**config.mk**
```make
export PLATFORM = sky130hd
export DESIGN_NAME = ps2_host_tx
export DESIGN_NICKNAME = d
export VERILOG_FILES = /design/src/rtl/ps2_host_tx.sv
export SDC_FILE = /design/constraint.sdc
export NUM_CORES = 1
export LEC_CHECK = 0
export CAP_MARGIN = 20
export CORE_ASPECT_RATIO = 2
export CORE_UTILIZATION = 40
export CTS_BUF_LIST = sky130_fd_sc_hd__clkbuf_4
export CTS_CLUSTER_DIAMETER = 40
export DETAILED_ROUTE_END_ITERATION = 6
export GPL_TIMING_DRIVEN = 1
export HOLD_SLACK_MARGIN = 0.1
export PLACE_DENSITY_LB_ADDON = 0.12
export SYNTH_ARGS = -nofsm -noshare
export SYNTH_HDL_FRONTEND = slang
export SYNTH_SLANG_ARGS = --single-unit
```
**constraint.sdc**
```tcl
create_clock -name Clk -period 2.11 [get_ports Clk]
set_input_delay 0.422 -clock Clk [delete_from_list [all_inputs] [get_ports Clk]]
set_output_delay 0.422 -clock Clk [all_outputs]
set_load 0.01 [all_outputs]
```
**src/rtl/ps2_host_tx.sv**
```systemverilog
// ---------------------------------------------------------------------------
// ps2_host_tx
//   Host-to-device PS/2 transmitter. Sends one command byte (e.g. 0xED
//   set-LEDs, 0xFF reset) from the system to the keyboard. Everything runs in
//   the system clock domain. The PS/2 clock and data pads are oversampled
//   through synchronisers. Both lines are driven open-drain: a drive output of
//   1 pulls the pad low, and 0 releases it.
//
//   Frame on the wire: start 0, d[0]..d[7] LSB first, odd parity, stop 1,
//   then the device's ack 0.
//
// Parameters
//   INHIBIT_CYCLES  system clocks the PS/2 clock is held low before the
//                   request-to-send (100 us at 50 MHz with the default)
//   TIMEOUT_CYCLES  maximum clocks from clock release to ack; only used
//                   when PS2_TX_TIMEOUT_EN is defined
//   SYNC_STAGES     synchroniser depth on ps2_nclk / ndata (minimum 2)
//
// Build option
//   PS2_TX_TIMEOUT_EN  when defined, a watchdog runs from REQ through ACK.
//                      It aborts a stalled transfer and pulses timeout.
//                      When undefined, timeout is tied to 0 and the block
//                      waits for the device indefinitely.
//
// Ports
//   Clk             system clock, rising edge
//   nReset          asynchronous active-low reset
//   tx_data[7:0]    byte to send, captured on tx_valid && tx_ready
//   tx_valid        send request
//   tx_ready        idle and able to accept a byte
//   ps2_nclk        sampled level of the PS/2 clock pad
//   ndata           sampled level of the PS/2 data pad
//   clk_drive_low   1 = pull PS/2 clock pad low
//   data_drive_low  1 = pull PS/2 data pad low
//   busy            high from byte acceptance until return to IDLE
//   done            one-cycle pulse: device acked the frame
//   ack_error       one-cycle pulse: device did not ack
//   timeout         one-cycle pulse: transfer aborted by the watchdog
// ---------------------------------------------------------------------------
module ps2_host_tx #(
  parameter int INHIBIT_CYCLES = 5000,
  parameter int TIMEOUT_CYCLES = 750000,
  parameter int SYNC_STAGES    = 2
) (
  input  logic       Clk,
  input  logic       nReset,
  input  logic [7:0] tx_data,
  input  logic       tx_valid,
  output logic       tx_ready,
  input  logic       ps2_nclk,
  input  logic       ndata,
  output logic       clk_drive_low,
  output logic       data_drive_low,
  output logic       busy,
  output logic       done,
  output logic       ack_error,
  output logic       timeout
);

  // Synchroniser depth is clamped to the metastability-safe minimum.
  localparam int SYNC_N = (SYNC_STAGES < 2) ? 2 : SYNC_STAGES;

  // The inhibit counter runs 0 .. INH_N-1.
  localparam int INH_N = (INHIBIT_CYCLES < 1) ? 1 : INHIBIT_CYCLES;
  localparam int INH_W = (INH_N > 1) ? $clog2(INH_N) : 1;
  localparam logic [INH_W-1:0] INH_LAST = INH_W'(INH_N - 1);
  // The start bit goes low one cycle before the clock is released. This
  // compare value wraps when INH_N == 1. That is harmless, because the last
  // cycle then also asserts the start bit.
  localparam logic [INH_W-1:0] INH_DATA = INH_W'(INH_N - 2);

  typedef enum logic [2:0] {
    S_IDLE,
    S_INHIBIT,
    S_REQ,
    S_SHIFT,
    S_ACK,
    S_WAIT_IDLE
  } state_t;

  // -------------------------------------------------------------------------
  // Line synchronisers and fall detection
  // -------------------------------------------------------------------------
  logic [SYNC_N-1:0] clk_sync_q;
  logic [SYNC_N-1:0] dat_sync_q;
  logic              clk_prev_q;
  logic              clk_s;
  logic              dat_s;
  logic              fall;

  always_ff @(posedge Clk or negedge nReset) begin
    if (!nReset) begin
      clk_sync_q <= '1;
      dat_sync_q <= '1;
      clk_prev_q <= 1'b1;
    end else begin
      clk_sync_q <= {clk_sync_q[SYNC_N-2:0], ps2_nclk};
      dat_sync_q <= {dat_sync_q[SYNC_N-2:0], ndata};
      clk_prev_q <= clk_s;
    end
  end

  assign clk_s = clk_sync_q[SYNC_N-1];
  assign dat_s = dat_sync_q[SYNC_N-1];
  assign fall  = clk_prev_q & ~clk_s;

  // -------------------------------------------------------------------------
  // Transmit FSM
  // -------------------------------------------------------------------------
  state_t           state_q;
  logic [INH_W-1:0] inh_cnt_q;
  // The frame is shifted LSB first, with {stop, parity, d[7:0]} loaded at
  // accept. Ones are shifted in, so fall 10 naturally releases the line for
  // the stop bit.
  logic [9:0]       frame_q;
  logic [3:0]       bit_cnt_q;
  logic [3:0]       bit_cnt_d;
  logic             tx_ready_q;
  logic             busy_q;
  logic             clk_drive_low_q;
  logic             data_drive_low_q;
  logic             done_q;
  logic             ack_error_q;

`ifdef PS2_TX_TIMEOUT_EN
  localparam int TO_N = (TIMEOUT_CYCLES < 2) ? 2 : TIMEOUT_CYCLES;
  localparam int TO_W = $clog2(TO_N);
  localparam logic [TO_W-1:0] TO_LAST = TO_W'(TO_N - 1);

  logic [TO_W-1:0] to_cnt_q;
  logic            timeout_q;
  logic            in_xfer;

  // The watchdog covers everything from clock release up to the ack.
  assign in_xfer = (state_q == S_REQ) || (state_q == S_SHIFT) ||
                   (state_q == S_ACK);
`endif

  assign bit_cnt_d = bit_cnt_q + 4'd1;

  always_ff @(posedge Clk or negedge nReset) begin
    if (!nReset) begin
      state_q          <= S_IDLE;
      inh_cnt_q        <= '0;
      frame_q          <= '0;
      bit_cnt_q        <= '0;
      tx_ready_q       <= 1'b1;
      busy_q           <= 1'b0;
      clk_drive_low_q  <= 1'b0;
      data_drive_low_q <= 1'b0;
      done_q           <= 1'b0;
      ack_error_q      <= 1'b0;
`ifdef PS2_TX_TIMEOUT_EN
      to_cnt_q         <= '0;
      timeout_q        <= 1'b0;
`endif
    end else begin
      done_q      <= 1'b0;
      ack_error_q <= 1'b0;
`ifdef PS2_TX_TIMEOUT_EN
      timeout_q   <= 1'b0;
`endif

      case (state_q)
        S_IDLE: begin
          if (tx_valid) begin
            frame_q         <= {1'b1, ~^tx_data, tx_data};
            inh_cnt_q       <= '0;
            clk_drive_low_q <= 1'b1;
            tx_ready_q      <= 1'b0;
            busy_q          <= 1'b1;
            state_q         <= S_INHIBIT;
          end
        end

        // Clock is held low for INH_N cycles, counted from the accept edge.
        S_INHIBIT: begin
          if (inh_cnt_q == INH_LAST) begin
            clk_drive_low_q  <= 1'b0;
            data_drive_low_q <= 1'b1;
            state_q          <= S_REQ;
          end else begin
            if (inh_cnt_q == INH_DATA) begin
              data_drive_low_q <= 1'b1;
            end
            inh_cnt_q <= inh_cnt_q + INH_W'(1);
          end
        end

        // Falls seen before the clock was released must not count.
        S_REQ: begin
          bit_cnt_q <= '0;
          state_q   <= S_SHIFT;
        end

        S_SHIFT: begin
          if (fall) begin
            bit_cnt_q        <= bit_cnt_d;
            data_drive_low_q <= ~frame_q[0];
            frame_q          <= {1'b1, frame_q[9:1]};
            if (bit_cnt_d == 4'd10) begin
              state_q <= S_ACK;
            end
          end
        end

        // Fall 11: the device should be holding data low as its ack.
        S_ACK: begin
          if (fall) begin
            if (!dat_s) begin
              done_q <= 1'b1;
            end else begin
              ack_error_q <= 1'b1;
            end
            state_q <= S_WAIT_IDLE;
          end
        end

        S_WAIT_IDLE: begin
          if (clk_s && dat_s) begin
            tx_ready_q <= 1'b1;
            busy_q     <= 1'b0;
            state_q    <= S_IDLE;
          end
        end

        default: begin
          state_q <= S_IDLE;
        end
      endcase

`ifdef PS2_TX_TIMEOUT_EN
      // The counter is zero on REQ entry because it is cleared while idle.
      // If fall 11 lands on the expiry cycle, the ack wins and the timeout
      // is suppressed.
      if (state_q == S_IDLE) begin
        to_cnt_q <= '0;
      end else if (in_xfer) begin
        to_cnt_q <= to_cnt_q + TO_W'(1);
        if ((to_cnt_q == TO_LAST) && !((state_q == S_ACK) && fall)) begin
          clk_drive_low_q  <= 1'b0;
          data_drive_low_q <= 1'b0;
          timeout_q        <= 1'b1;
          state_q          <= S_WAIT_IDLE;
        end
      end
`endif
    end
  end

  assign tx_ready       = tx_ready_q;
  assign busy           = busy_q;
  assign clk_drive_low  = clk_drive_low_q;
  assign data_drive_low = data_drive_low_q;
  assign done           = done_q;
  assign ack_error      = ack_error_q;

`ifdef PS2_TX_TIMEOUT_EN
  assign timeout = timeout_q;
`else
  localparam int unused_timeout_cycles = TIMEOUT_CYCLES;
  assign timeout = 1'b0;
`endif

endmodule

```
Yosys cells after proc, flatten, opt, wreduce, memory -nomap -nowiden
Index checks and enable logic that the tools add are counted.
Word-level totals
  flip-flop bits (word level): 41
  bits of input ports: 13
  output and inout bits: 7
  word-level logic and storage cells: 82
Cells by class
  add/subtract/negate cells: 2
  equality and inequality tests: 16
  mux-type cells: 33
  bitwise gates (word level): 3
  reductions and logical operators: 15
Operators with widths (count)
  $eq A13 B13 Y1 const B: 2
  $mux W13: 2
  $pmux W13 S2: 1
  $mux W10: 2
  $pmux W10 S2: 1
  $mux W3: 6
  $pmux W3 S6: 1
  $reduce_and A3 Y1: 5
  $mux W1: 14
  $ne A2 B2 Y1 const B: 7
  $add A13 B1 Y13 const B: 1
  $reduce_bool A2 Y1: 5
  $pmux W1 S2: 4
  $pmux W4 S2: 1
  $reduce_xnor A8 Y1: 1
  $eq A3 B2 Y1 const B: 2
  $eq A3 B3 Y1 const B: 2
  $reduce_and A6 Y1: 1
  $add A4 B1 Y4 const B: 1
  $eq A4 B4 Y1 const B: 1
  $mux W4: 1
  $eq A3 B1 Y1 const B: 1
  $logic_not A3 Y1: 1
  $ne A3 B3 Y1 const B: 1
  other kinds (4): 5

Longest topological paths before layout
  depth in word-level cells: 5
  depth in mapped cells: 8
  depth with buffers taken out: 7

Worst setup path after synthesis
OpenSTA, ideal clock, no wires.
  path kind: register to register
  from: register state_q[2]
  to: register inh_cnt_q[11]
  setup time: 0.078 ns
  data arrival time: 1.827 ns
  required time: 2.032 ns
  setup slack: 0.205 ns
  stages on the path, launching flop included: 6
  path buffers: 1
  clock period less this slack: 1.905 ns
  cell sequence: dfrtp_1 > or3b_1 > buf_2 > or4_4 > or3_1 > a21oi_1
On the way
  word-level cells in the longest chain between the ends: 3
  elaborated cells on any way between the ends: 7
  classes of those cells: eq/ne (3); mux (1); reduce/logical (3)
RTL lines
  from (decl): line 110  | state_t state_q;
  from (signal assigned): line 143  | state_q <= S_IDLE;
  from (signal assigned): line 172  | state_q <= S_INHIBIT;
  from (signal assigned): line 181  | state_q <= S_REQ;
  $eq A3 B1 Y1 / $logic_not A3 Y1 (equally long branches): line 164  | case (state_q)
  $ne A2 B2 Y1 (no source line) / $reduce_bool A2 Y1 (equally long branches)
  $reduce_and A3 Y1 (no source line)
  to (signal assigned): line 186  | inh_cnt_q <= inh_cnt_q + INH_W'(1);
  to (decl): line 111  | logic [INH_W-1:0] inh_cnt_q;
Several ways; a longest one is shown, not always the timed one.
A chain may end at the register's enable or synchronous reset.

Final worst setup path
Ends and elaborated chain as after synthesis.

==> run metrics <==
outcome=completed; clock power share=0.162; final instance count without filler cells=299; total gr overflow=0; Post-Syn Area=2011 um^2; worst slew pin tran=521.5 ps; Buffers on Ports=18; largest net degree at the start of global routing=42; CP Max Fanout=5; Final Core Density=0.4859; Net Count, Synth=232; sequential power share=0.506; # hold bufs at CTS=0; Switching Fraction=0.3598; worst hold path type=input pin to asynchronous set/reset pin; Synth Area in Compound Gates=0.1126; Max Slew Vio Count=0; Psw=883.6 uW; Placed Cells=291; most frequent cell after synthesis=dfrtp_1; VDD IR max=0.5198 mV; Seq. cell area=1033 um^2; terminus of the critical flop-to-flop path=inh_cnt_q[11]$_DFFE_PN0P_; leading area contributor after synthesis=dfrtp_1; # Post-CTS Setup Buffers=0; first-pass GRT wire length=6962 um; post-synthesis simple-gate area fraction=0.2408; core area=4865 um^2; detailed-route wire length per cell=13.79 um; Max Cap Viol=0; Setup Slack @ Placement=142.4 ps; crit path capture=inh_cnt_q[11]$_DFFE_PN0P_; Detailed Routing Iterations Pass 1=4; antenna-violating nets left=0; Initial Util=0.4133; clk slew on worst S/H paths=120 ps; CTS tree=yes; worst path required time=2400 ps; I/O pins=20; post-synthesis adder-cell area fraction=0.02489; drt total wl=4124 um; HPWL after DPL=2956 um; Mean Syn Cell Area=9.352 um^2; vias in the first global route=1531; post_cts resized=0; synth warn=0; min Tclk post-route=1913 ps; critical setup path kind=flip-flop to flip-flop; CP Capture Type=flip-flop; initial DRC count=25; EDFF count, synth=0; DR DRC count=0; Synth cell types=38; Synth Register Bits=41; Synth Instances=215; die width=52.14 um; XOR/XNOR share of the synthesized area=0.06970; RSZ-0062 raised after global routing=no; Top FF cell, synth=dfrtp_1; pwr dens=1039 nW/um^2; Critical path origin=state_q[2]$_DFFE_PN0P_; Reg2Reg Setup Slack=200 ps; number of fill cells=466; share of the yosys chip area belonging to registers=0.5140; Die Footprint=5332 um^2; share of the synthesized area in the top cell type=0.4356; Critical R2R Launch=state_q[2]$_DFFE_PN0P_; cell row count=36; crit path DAT=2210 ps; async set-reset flop share out of synthesis=1.000; fmax=522.8 MHz; cts bufs inserted=5; die height=102.3 um; final clock period utilization by the worst path=0.9065; initial antenna violation count=0; H-tree depth=2; multi-input combinational cell area=914.6 um^2; diodes inserted=0; CTS Sinks=41; proportion of synthesized area in mux cells=0.004978; fin worst setup slack=197.3 ps; Area growth syn-to-layout=17.55%; GRT Total Usage=0.1755; worst skew pair latency=350 ps; Via density=5.284; via count=1580; R2R depth=4; top cells by area, synth=dfrtp_1, dfstp_2, nand2_1; leak pwr=1.012 nW; CP startpoint kind=flip-flop; Final Hold Fails=0; Final TNS setup=0 ps; Clock Tree Buf Depth=2; max_slew headroom=0.6523; most frequent cells after synthesis=dfrtp_1, nand2_1, nor2_1; Final setup violation count=0; largest family of logic cells by synthesized area=simple AND/OR/NAND/NOR gates; share of cells above drive strength 1=0.1240; combinational power share=0.332; Clock Skews=10.27 ps; clock root buffer=clkbuf_4; RePlAce Congestion=0.7890; Int Pwr=1.572 mW; nets=258
==> logic make-up after synthesis <==
group                      count (synthesis)
buffers and inverters                     15
other                                      1
muxes                                      1
and+or+nand+nor                           99
adders and majority gates                  4
DFF                                       41
xor gates and xnor gates                  16
AOI/OAI and AO/OA                         38
==> worst min path at each step <==
stage	to	slack, ps	depth (start not counted)
3_5_place_dp	dat_sync_q[1]$_DFF_PN1_	350	0
5_1_grt	data_drive_low$_DFFE_PN0P_	150	2
2_1_floorplan	ack_error$_DFF_PN0_	130	0
4_1_cts	done$_DFF_PN0_	110	2
3_3_place_gp	dat_sync_q[1]$_DFF_PN1_	350	0
6_report	inh_cnt_q[5]$_DFFE_PN0P_	100	2
==> critical path, cell delays in order, from the launching register on <==
cell and delay (ps):
dfrtp_1 400, or3b_1 420, or4_4 570, or3_1 320
a21oi_1 140
==> stage by stage <==
stage / hold WS [ps] / cell area [um^2] / power, mW
5_1_grt: 147.3 / 2364 / 2.651
3_3_place_gp: 346.2 / 2308 / 2.055
3_5_place_dp: 351.0 / 2308 / 2.081
6_report: 103.4 / 2364 / 2.456
2_1_floorplan: 126.4 / 2011 / 1.757
4_1_cts: 111.6 / 2364 / 2.487
==> power by group through the flow <==
| stage | sequential [mW] | clock [mW] | combinational [mW] |
|---|---|---|---|
| 6_report | 1.24 | 0.399 | 0.815 |
| 3_5_place_dp | 1.26 | 0 | 0.824 |
| 5_1_grt | 1.28 | 0.445 | 0.926 |
| 2_1_floorplan | 1.22 | 0 | 0.533 |
| 4_1_cts | 1.24 | 0.418 | 0.825 |
| 3_3_place_gp | 1.25 | 0 | 0.805 |
==> flip-flops by register name, summed over array words and instances, names as in the netlist <==
name and count:
tx_ready 1, done 1, bit_cnt_q 4, ack_error 1, busy 1, inh_cnt_q 13, frame_q 10, clk_prev_q 1
data_drive_low 1, state_q 3, dat_sync_q 2, clk_sync_q 2, clk_drive_low 1
==> routing by layer <==
layer  vias to the layer above  GRT usage  wire length, um
li1                        792          -                -
met1                       759     0.2070             1749
met2                        21     0.3018             2170
met3                         8    0.03125              108
met4                         0    0.07895               96
met5                         -          0                0
==> layout by cell type, fill, tap and decap left out, types with 2 or more instances in the layout <==
master and n:
or2_2 2, o211ai_1 4, nand2_1 31, and3_1 4
nor3b_1 2, nor2b_1 3, nand4_1 3, nand2b_1 2
buf_4 10, clkbuf_4 6, dfrtp_1 35, clkdlybuf4s50_1 17
o31ai_1 3, xor2_1 7, a21oi_1 7, inv_1 5
a31oi_1 10, nor3_1 4, nand3_1 12, ha_1 4
nor2_1 26, o21ai_0 12, xnor2_1 9, clkinv_2 2
dfstp_2 6
==> cell type report <==
class	instances	area share
tap	57	0.03017
timing repair buffer	29	0.1143
clock buffer	6	0.01906
multi-input combinational	159	0.3870
clock inverter	2	0.004235
inverter	5	0.007941
sequential	41	0.4373
Power figures use the tool's default switching activity.
